### src/rtl/spi_host_pkg.sv
// Shared constants, state encoding and status helper for the spi_host block.
package spi_host_pkg;

  typedef enum logic [0:0] {
    IDLE  = 1'b0,
    SHIFT = 1'b1
  } state_e;

  localparam logic [0:0] ST_IDLE  = 1'b0;
  localparam logic [0:0] ST_SHIFT = 1'b1;

  localparam int STAT_BUSY = 7;
  localparam int STAT_OVR  = 6;
  localparam int CTRL_MODE = 7;
  localparam int MAX_CS    = 6;

  localparam logic [3:0] HALF_LAST = 4'd15;

  function automatic logic [7:0] status_byte(input logic busy,
                                             input logic ovr,
                                             input logic [MAX_CS-1:0] cs_bits);
    logic [7:0] s;
    s = '0;
    s[MAX_CS-1:0] = cs_bits;
    s[STAT_BUSY]  = busy;
    s[STAT_OVR]   = ovr;
    return s;
  endfunction

endpackage

### src/rtl/spi_host_if.sv
// Z80 decoded I/O port bus as seen by a peripheral.
interface spi_host_if;
  // Strobes are active-low and level based: an access lasts as long as iorq and
  // rd or wr stay low; the peripheral acts once per access and drives q/qe
  // combinationally for as long as a read of one of its readable ports is decoded.
  logic       iorq;
  logic       rd;
  logic       wr;
  logic [7:0] a;
  logic [7:0] d;
  logic [7:0] q;
  logic       qe;

  modport master (output iorq, rd, wr, a, d, input q, qe);
  modport slave  (input iorq, rd, wr, a, d, output q, qe);
endinterface

### src/rtl/spi_shift.sv
// SPI byte engine: SCK divider, 16 half-period sequencer, MSB-first shift register.
module spi_shift
  import spi_host_pkg::*;
(
  input  logic       clock,
  input  logic       reset,
  input  logic       start,
  input  logic [7:0] tx,
  input  logic [7:0] div,
  input  logic       mode,
  input  logic       miso,
  output logic       busy,
  output logic [7:0] rx,
  output logic       ck,
  output logic       mosi,
  output logic [0:0] state_dbg
);

  logic [0:0] state;
  logic [7:0] div_l;
  logic [7:0] div_cnt;
  logic [3:0] half;
  logic       mode_l;
  logic [7:0] sr;
  logic       edge_now;
  logic       rise;
  logic       fall_adv;
  logic [7:0] sr_next;

  // Half index parity decides the edge direction: mode 0 starts with a rising
  // edge, mode 3 with a falling one.  mosi only advances between two samples.
  always_comb begin
    edge_now = (state == ST_SHIFT) && (div_cnt == 8'd0);
    rise     = edge_now && (half[0] == mode_l);
    fall_adv = edge_now && !rise && (half != 4'd0) && (half != HALF_LAST);
    sr_next  = rise ? {sr[6:0], miso} : sr;
  end

  always_ff @(posedge clock or negedge reset) begin
    if (!reset) begin
      state   <= ST_IDLE;
      div_l   <= '0;
      div_cnt <= '0;
      half    <= '0;
      mode_l  <= 1'b0;
      sr      <= 8'hFF;
      rx      <= 8'hFF;
      ck      <= 1'b0;
      mosi    <= 1'b1;
    end else if (state == ST_IDLE) begin
      ck   <= mode;
      mosi <= 1'b1;
      if (start) begin
        state   <= ST_SHIFT;
        div_l   <= div;
        div_cnt <= div;
        half    <= '0;
        mode_l  <= mode;
        sr      <= tx;
        mosi    <= tx[7];
      end
    end else begin
      if (edge_now) begin
        ck      <= ~ck;
        div_cnt <= div_l;
        half    <= half + 4'd1;
        sr      <= sr_next;
        if (fall_adv) begin
          mosi <= sr[7];
        end
        if (half == HALF_LAST) begin
          state <= ST_IDLE;
          rx    <= sr_next;
          mosi  <= 1'b1;
        end
      end else begin
        div_cnt <= div_cnt - 8'd1;
      end
    end
  end

  assign busy      = (state == ST_SHIFT);
  assign state_dbg = state;

endmodule

### src/rtl/spi_host.sv
// SPI host on the Z80 I/O port bus: decode, control/divider/status registers, read mux.
module spi_host
  import spi_host_pkg::*;
#(
  parameter int         CS_COUNT  = 2,
  parameter logic [7:0] PORT_CTRL = 8'h1F,
  parameter logic [7:0] PORT_DATA = 8'h3F,
  parameter logic [7:0] PORT_DIV  = 8'h5F,
  parameter logic [7:0] DIV_RESET = 8'd3
) (
  input  logic                clock,
  input  logic                reset,
  spi_host_if.slave           bus,
  output logic [CS_COUNT-1:0] cs,
  output logic                ck,
  output logic                mosi,
  input  logic                miso,
  output state_e              dbg_state
);

  localparam int P_CTRL = 0;
  localparam int P_DATA = 1;
  localparam int P_DIV  = 2;

  logic                strobe;
  logic [2:0]          acc;
  logic [2:0]          acc_q;
  logic [2:0]          acc_p;
  logic [2:0]          trig;
  logic                rd_q;
  logic [7:0]          d_q;
  logic [CS_COUNT-1:0] cs_r;
  logic                mode;
  logic [7:0]          div;
  logic                ovr;
  logic                busy;
  logic                start;
  logic [7:0]          tx;
  logic [7:0]          rx;
  logic [0:0]          eng_state;
  logic [MAX_CS-1:0]   cs_pad;
  logic                qe_c;
  logic [7:0]          q_c;

  always_comb begin
    strobe       = !bus.iorq && (!bus.rd || !bus.wr);
    acc[P_CTRL]  = strobe && (bus.a == PORT_CTRL);
    acc[P_DATA]  = strobe && (bus.a == PORT_DATA);
    acc[P_DIV]   = strobe && (bus.a == PORT_DIV);
  end

  // The access is registered first; acting on its rising edge makes a long
  // I/O cycle fire exactly once.
  always_ff @(posedge clock or negedge reset) begin
    if (!reset) begin
      acc_q <= '0;
      acc_p <= '0;
      rd_q  <= 1'b0;
      d_q   <= '0;
    end else begin
      acc_q <= acc;
      acc_p <= acc_q;
      rd_q  <= !bus.rd;
      d_q   <= bus.d;
    end
  end

  assign trig  = acc_q & ~acc_p;
  assign start = trig[P_DATA] && !busy;
  assign tx    = rd_q ? 8'hFF : d_q;

  always_ff @(posedge clock or negedge reset) begin
    if (!reset) begin
      cs_r <= '1;
      mode <= 1'b0;
      div  <= DIV_RESET;
      ovr  <= 1'b0;
    end else begin
      if (trig[P_CTRL] && !rd_q) begin
        cs_r <= d_q[CS_COUNT-1:0];
        mode <= d_q[CTRL_MODE];
      end
      if (trig[P_DIV] && !rd_q) begin
        div <= d_q;
      end
      if (trig[P_DATA] && busy) begin
        ovr <= 1'b1;
      end else if (trig[P_CTRL] && rd_q) begin
        ovr <= 1'b0;
      end
    end
  end

  spi_shift u_shift (
    .clock     (clock),
    .reset     (reset),
    .start     (start),
    .tx        (tx),
    .div       (div),
    .mode      (mode),
    .miso      (miso),
    .busy      (busy),
    .rx        (rx),
    .ck        (ck),
    .mosi      (mosi),
    .state_dbg (eng_state)
  );

  always_comb begin
    cs_pad                = '0;
    cs_pad[CS_COUNT-1:0]  = cs_r;
    qe_c = !bus.iorq && !bus.rd && ((bus.a == PORT_CTRL) || (bus.a == PORT_DATA));
    q_c  = 8'hFF;
    if (qe_c) begin
      q_c = (bus.a == PORT_CTRL) ? status_byte(busy, ovr, cs_pad) : rx;
    end
  end

  assign bus.q     = q_c;
  assign bus.qe    = qe_c;
  assign cs        = cs_r;
  assign dbg_state = state_e'(eng_state);

endmodule

### src/flat_wrapper.sv
// flat-port wrapper written by rule: the top's interface ports become plain ports
module spi_host_flat import spi_host_pkg::*;
#(
  parameter int         CS_COUNT  = 2,
  parameter logic [7:0] PORT_CTRL = 8'h1F,
  parameter logic [7:0] PORT_DATA = 8'h3F,
  parameter logic [7:0] PORT_DIV  = 8'h5F,
  parameter logic [7:0] DIV_RESET = 8'd3
)
  (clock, reset, cs, ck, mosi, miso, dbg_state, bus_iorq, bus_rd, bus_wr, bus_a, bus_d, bus_q, bus_qe);
  spi_host_if bus_i ();
  input  logic clock;
  input  logic reset;
  output logic [CS_COUNT-1:0] cs;
  output logic ck;
  output logic mosi;
  input  logic miso;
  output state_e dbg_state;
  input wire logic [$bits(bus_i.iorq)-1:0] bus_iorq;
  input wire logic [$bits(bus_i.rd)-1:0] bus_rd;
  input wire logic [$bits(bus_i.wr)-1:0] bus_wr;
  input wire logic [$bits(bus_i.a)-1:0] bus_a;
  input wire logic [$bits(bus_i.d)-1:0] bus_d;
  output wire logic [$bits(bus_i.q)-1:0] bus_q;
  output wire logic [$bits(bus_i.qe)-1:0] bus_qe;
  assign bus_i.iorq = bus_iorq;
  assign bus_i.rd = bus_rd;
  assign bus_i.wr = bus_wr;
  assign bus_i.a = bus_a;
  assign bus_i.d = bus_d;
  assign bus_q = bus_i.q;
  assign bus_qe = bus_i.qe;
  spi_host #(.CS_COUNT(CS_COUNT), .PORT_CTRL(PORT_CTRL), .PORT_DATA(PORT_DATA), .PORT_DIV(PORT_DIV), .DIV_RESET(DIV_RESET)) u_core (.clock(clock), .reset(reset), .bus(bus_i), .cs(cs), .ck(ck), .mosi(mosi), .miso(miso), .dbg_state(dbg_state));
endmodule
### config.mk
export PLATFORM = sky130hd
export DESIGN_NAME = spi_host_flat
export DESIGN_NICKNAME = d
export VERILOG_FILES = /design/src/rtl/spi_host_pkg.sv /design/src/rtl/spi_host_if.sv /design/src/rtl/spi_shift.sv /design/src/rtl/spi_host.sv /design/src/flat_wrapper.sv
export SDC_FILE = /design/constraint.sdc
export NUM_CORES = 1
export LEC_CHECK = 0
export ABC_CLOCK_PERIOD_IN_PS = 2310
export CAP_MARGIN = 20
export CORE_MARGIN = 2
export CORE_UTILIZATION = 41
export CTS_BUF_LIST = sky130_fd_sc_hd__clkbuf_4 sky130_fd_sc_hd__clkbuf_8
export DETAILED_ROUTE_END_ITERATION = 6
export GPL_TIMING_DRIVEN = 0
export PLACE_DENSITY = 0.71
export SYNTH_ARGS = -nofsm -noshare
export SYNTH_HDL_FRONTEND = slang
export SYNTH_HIERARCHICAL = 1
export SYNTH_SLANG_ARGS = --single-unit
### constraint.sdc
create_clock -name clock -period 2.31 [get_ports clock]
set_input_delay 0.3465 -clock clock [delete_from_list [all_inputs] [get_ports clock]]
set_output_delay 0.3465 -clock clock [all_outputs]
set_load 0.01 [all_outputs]
# Word level (Yosys, flattened, before mapping)
# Cells that the tools add are included.
# W data, S select, Z words.
# totals
regBits	67
wordCells	89
out_inout_bits	14
input_bits	22
# op_classes
muxes	26
addsub	2
n_bitwise	4
n_reduce_logical	32
n_eq_ne	8
# ops
operator	n
$mux W8	10
$logic_and A1 B1 Y1	16
$mux W1	13
$mux W4	3
$eq A8 B5 Y1 const B	1
$eq A8 B6 Y1 const B	1
$eq A8 B7 Y1 const B	1
$logic_not A8 Y1	1
$sub A8 B1 Y8 const B	1
$logic_not A1 Y1	6
$reduce_and A2 Y1	3
$add A4 B1 Y4 const B	1
$eq A4 B4 Y1 const B	1
$ne A4 B4 Y1 const B	1
$reduce_bool A2 Y1	2
$reduce_bool A4 Y1	1
$and A3 B3 Y3	1
$ne A3 B1 Y1 const B	1
$not A3 Y3	1
$reduce_and A3 Y1	1
$logic_or A1 B1 Y1	2
$ne A2 B1 Y1 const B	1
$not A1 Y1	2
$eq A1 B1 Y1	1

# Longest topological paths before layout
# depth
depth_word	11
depth_mapped	7
mapped_depth_nobuf	6

# Cells and area by module
# Netlist, hierarchy kept.
# by_module_without_submodules
module	n_inst	seq_area_each_um2	cells_per_inst	area_each_um2
spi_shift	1	1022.2	223	2082.0
spi_host	1	680.7	83	1137.3

# Worst setup path before layout
# Ideal clock, no wire load.
# synth_path
path_type	register -> register
startpoint	register u_core.u_shift.div_cnt[0]
endpoint	register u_core.u_shift.div_cnt[0]
slack_ns	0.368
t_required_ns	2.173
arrival_time_ns	1.805
synth_period_minus_slack_ns	1.942
path_buffers	1
path_stages_with_launch	8
setup_time_ns	0.137
path_cell_list	dfrtp_1 > inv_1 > ha_1 > or4b_1 > clkbuf_2 > nor4_4 > mux2i_1 > a21oi_1
# synth_between
elab_chain_cells	4
word_cells_on_any_way	5
classes_between	add/sub (1); mux (2); reduce/logical (2)
# synth_rtl
item	line_no	rtl
start, declared	spi_shift.sv:21	logic [7:0] div_cnt;
start signal, assigned	spi_shift.sv:56	div_cnt <= div;
start signal, assigned	spi_shift.sv:65	div_cnt <= div_l;
start signal, assigned	spi_shift.sv:77	div_cnt <= div_cnt - 8'd1;
branches (longest 2 deep; another with $sub A8 B1 Y8)	-	
$mux W8 (*)	spi_shift.sv:63	if (edge_now) begin
$mux W8 (*)	spi_shift.sv:50	end else if (state == ST_IDLE) begin
# Mark *: on every way between the ends.
# A chain may end at the register's enable or synchronous reset.

# Final worst setup path
# layout_path
startpoint	input port bus_a[5]
endpoint	output port bus_q[4]
# layout_between
elab_chain_cells	4
word_cells_on_any_way	6
classes_between	eq/ne (2); mux (2); reduce/logical (2)
# layout_rtl
item	line_no	rtl
start, declared	flat_wrapper.sv:22	input wire logic [$bits(bus_i.a)-1:0] bus_a;
$eq A8 B5 Y1 or $eq A8 B6 Y1 (tied branches)	spi_host.sv:112, spi_host.sv:115	
$logic_or A1 B1 Y1	spi_host.sv:112	qe_c = !bus.iorq && !bus.rd && ((bus.a == PORT_CTRL) || (bus.a == PORT_DATA));
$logic_and A1 B1 Y1	spi_host.sv:112	
$mux W8 (*)	spi_host.sv:114	if (qe_c) begin
end, declared	flat_wrapper.sv:24	output wire logic [$bits(bus_i.q)-1:0] bus_q;
# Mark *: on every way between the ends. The rest lies on a longest branch, timed or not.

==> out/qor.yml <==
status:
  outcome: "finished clean"
drt:
  drt_first_pass_iters: 4
  drc: 0
  postRouteAntennaNets: 0
  first_iter_violations: 123
  vias: 2495
  wl_um: 7180
  wl_per_cell_um: 15.5
  viasPerCell: 5.38
setup_path:
  crit_arrival_ns: 1.89
  r2r_slack_ns: 0.11
  cp-end-kind: "output port"
  ff2ff_path_depth: 8
  path_class: "in2out"
  r2r_start: "u_core/u_shift/div_cnt[1]$_DFFE_PN0P_"
  cp.required_ns: 1.96
  reg2reg_to: "u_core/u_shift/div_cnt[0]$_DFFE_PN0P_"
  cp-start-kind: "input port"
  endpoint: "bus_q[4]"
  path_max_fanout: 10
  crit_start: "bus_a[5]"
hold_path:
  hold_class: "in2async"
grt:
  overflow: 0
  antenna_found_initial: 0
  gr-usage-all-layers_pct: 18.0
  grt_pass1_wl_um: 11900
  grt_max_degree: 68
  grt_pass1_vias: 2421
power_and_ir_drop:
  power.density_mw_per_mm2: 812
  clockPowerShare_pct: 33.3
  combPwrFrac_pct: 20.4
  p_seq_share_pct: 46.3
  power.switching_w: 0.000987
  total_leakage_power_nw: 1.80
  p_int_w: 0.00230
  irDropWorstVdd_v: 0.000787
  sw_frac_of_total_pct: 30.0
floorplanning:
  core-area_mm2: 0.00765
  die_h_um: 92.6
  die_w_um: 92.6
  rows: 32
  initial_core_util_pct: 42.1
  dieArea_mm2: 0.00858
  pin_count: 36
timing:
  final.min_clock_period_ns: 2.24
  slew_headroom_pct: 35.7
  setup_viol: 0
  min_period_over_period_pct: 96.9
  hold_slack_ns: 0.0954
  final_hold_viol_count: 0
  fin_setup_tns_ns: 0
  worst_slew_pin_slew_ns: 0.956
  fin_worst_skew_ns: 0.00972
  clock.fmax_mhz: 447
  drv_slew: 0
yosys:
  synth_cell_types: 48
  synth_seq_cells: 67
  synth_top_area_cell: "dfrtp_1"
  synth-edff-count: 0
  synth_warnings: 6
  synth_common_cells: "nand2_1 (50), dfrtp_1 (46), dfstp_2 (21)"
  synth_area_leaders: "dfrtp_1 (36%), dfstp_2 (17%), nand2_1 (5.8%), mux2i_1 (5.6%), mux2_2 (2.8%)"
  syn_nets: 332
  syn_area_per_cell_um2: 10.5
  synth_async_sr_flop_share_pct: 100
  syn-cell-area_mm2: 0.00322
  ys_seq_area_share_pct: 52.9
  yosysTopAreaCellShare_pct: 35.8
  synth_cells: 306
  yosysMostFrequentCell: "nand2_1"
  ys.flop_type: "dfrtp_1"
clock_network:
  cts_sinks: 67
  cts_root_buffer: "clkbuf_8"
  htreeDepth: 3
  cts_tree: "built"
  cts.reportedPaths.clkPinSlew_ns: 0.07
  cts_buffers: 9
  clkLatencyLatePin_ns: 0.34
  clockBufferDepth: 2
  cts-hold-fix-buffers: 0
final_layout:
  nets: 383
  multi_input_area_mm2: 0.00148
  fin_cells: 464
  fill_cells: 662
  area_growth_pct: 25.9
  num_antenna_cells: 0
  drive_gt1_share_pct: 23.2
  register_area_mm2: 0.00170
job:
  max_cap_violations: 0
place:
  place_inst: 443
  dp_hpwl_um: 5000
  gp_congestion: 0.858
  portBuffers: 35
-- how the worst min path moves through the flow --
stage                         startpoint                   endpoint  slack [ns]  cells past startpoint
3_3_place_gp   u_core/acc_q[2]$_DFF_PN0_  u_core/acc_p[2]$_DFF_PN0_        0.36                      0
5_1_grt                            reset      u_core/rd_q$_DFF_PN0_        0.16                      1
3_5_place_dp   u_core/acc_q[2]$_DFF_PN0_  u_core/acc_p[2]$_DFF_PN0_        0.36                      0
4_1_cts                            reset      u_core/rd_q$_DFF_PN0_        0.13                      1
2_1_floorplan                      reset  u_core/acc_p[0]$_DFF_PN0_        0.05                      0
6_report                           reset      u_core/rd_q$_DFF_PN0_         0.1                      1
-- power by group through the flow --
| stage | logic (W) | registers, W | clock network [W] |
|---|---|---|---|
| floorplan | 0.000470 | 0.00148 | 0 |
| detailed placement | 0.000633 | 0.00152 | 0 |
| global placement | 0.000612 | 0.00151 | 0 |
| global route | 0.000759 | 0.00155 | 0.00116 |
| finish | 0.000673 | 0.00152 | 0.00109 |
| CTS | 0.000644 | 0.00151 | 0.00111 |
-- logic make-up after synthesis --
kind of cell	synth area share [%]
simple gates	20.9
buf+inv	3.38
flops	52.9
fa+ha+maj	1.55
xor+xnor	1.63
mux	9.44
compound gates	10.2
-- placed cells by master, fill, tap and decap left out, drive strengths merged, types with 3 or more instances in the layout --
master	Yosys	layout
dfstp	21	21
a211oi	4	4
dlymetal6s2s	0	4
o21ai	12	12
nand3	15	15
or2	8	8
buf	6	12
o211ai	4	4
o22ai	4	4
nand2	50	50
xnor2	3	3
inv	10	10
nand3b	3	3
clkbuf	10	20
xor2	3	3
ha	4	4
nor3	7	7
nand4	4	4
and3	3	3
nor2	14	14
a31oi	3	3
mux2i	18	18
a22oi	4	4
clkdlybuf4s50	0	30
a2111oi	4	4
dfrtp	46	46
nor3b	5	5
mux2	11	11
nor2b	3	3
a21oi	7	7
-- area by class of cell --
class,count,area share (%)
plain buffers,16,2.07
clock buffers,10,3.40
clock inverters,6,2.19
inverters,10,0.926
multi-input cells,213,36.5
flip-flops and latches,67,42.0
well taps,102,3.15
repair buffers,40,9.76
-- critical path: stages --
cell             delay [ns]
clkdlybuf4s50_1        0.45
buf_6                  0.18
a2111oi_2              0.32
nand3_1                0.12
clkdlybuf4s50_1        0.49
-- sequential cells by signal, summed over array words and instances (netlist names), 2 cells and up --
signal and cells:
u_core/acc_q 3, u_core/div 8, u_core/u_shift/rx 8, u_core/acc_p 3, u_core/d_q 8, u_core/u_shift/sr 8
u_core/u_shift/div_cnt 8, u_core/u_shift/div_l 8, u_core/cs 2, u_core/u_shift/half 4
-- per-stage QoR --
step / cell area [um2] / setup slack (ns) / util [%] / total power [W]
after floorplan: 3220 / 0.368 / - / 0.00195
after global placement: 3700 / -1.24 / 48.3 / 0.00213
after detailed placement: 3690 / -0.256 / 48.3 / 0.00216
after CTS: 3950 / -0.0234 / 51.6 / 0.00326
after global routing: 4050 / -0.0228 / 53.0 / 0.00347
final: 4050 / 0.0713 / 53.0 / 0.00329
-- routing by layer --
| layer | global-route usage (%) | wire, um |
|---|---|---|
| met4 | 7.97 | 198 |
| met5 | 0 | 0 |
| met1 | 23.8 | 3370 |
| met2 | 27.6 | 3350 |
| met3 | 5.21 | 253 |
-- what timing repair did --
item | in CTS | in global routing
setup endpoints to repair | 36 | 31
pin swaps | 0 | 2
gates resized for setup | 8 | 23
setup buffers | 0 | 5
Power figures use the tool's default switching activity.
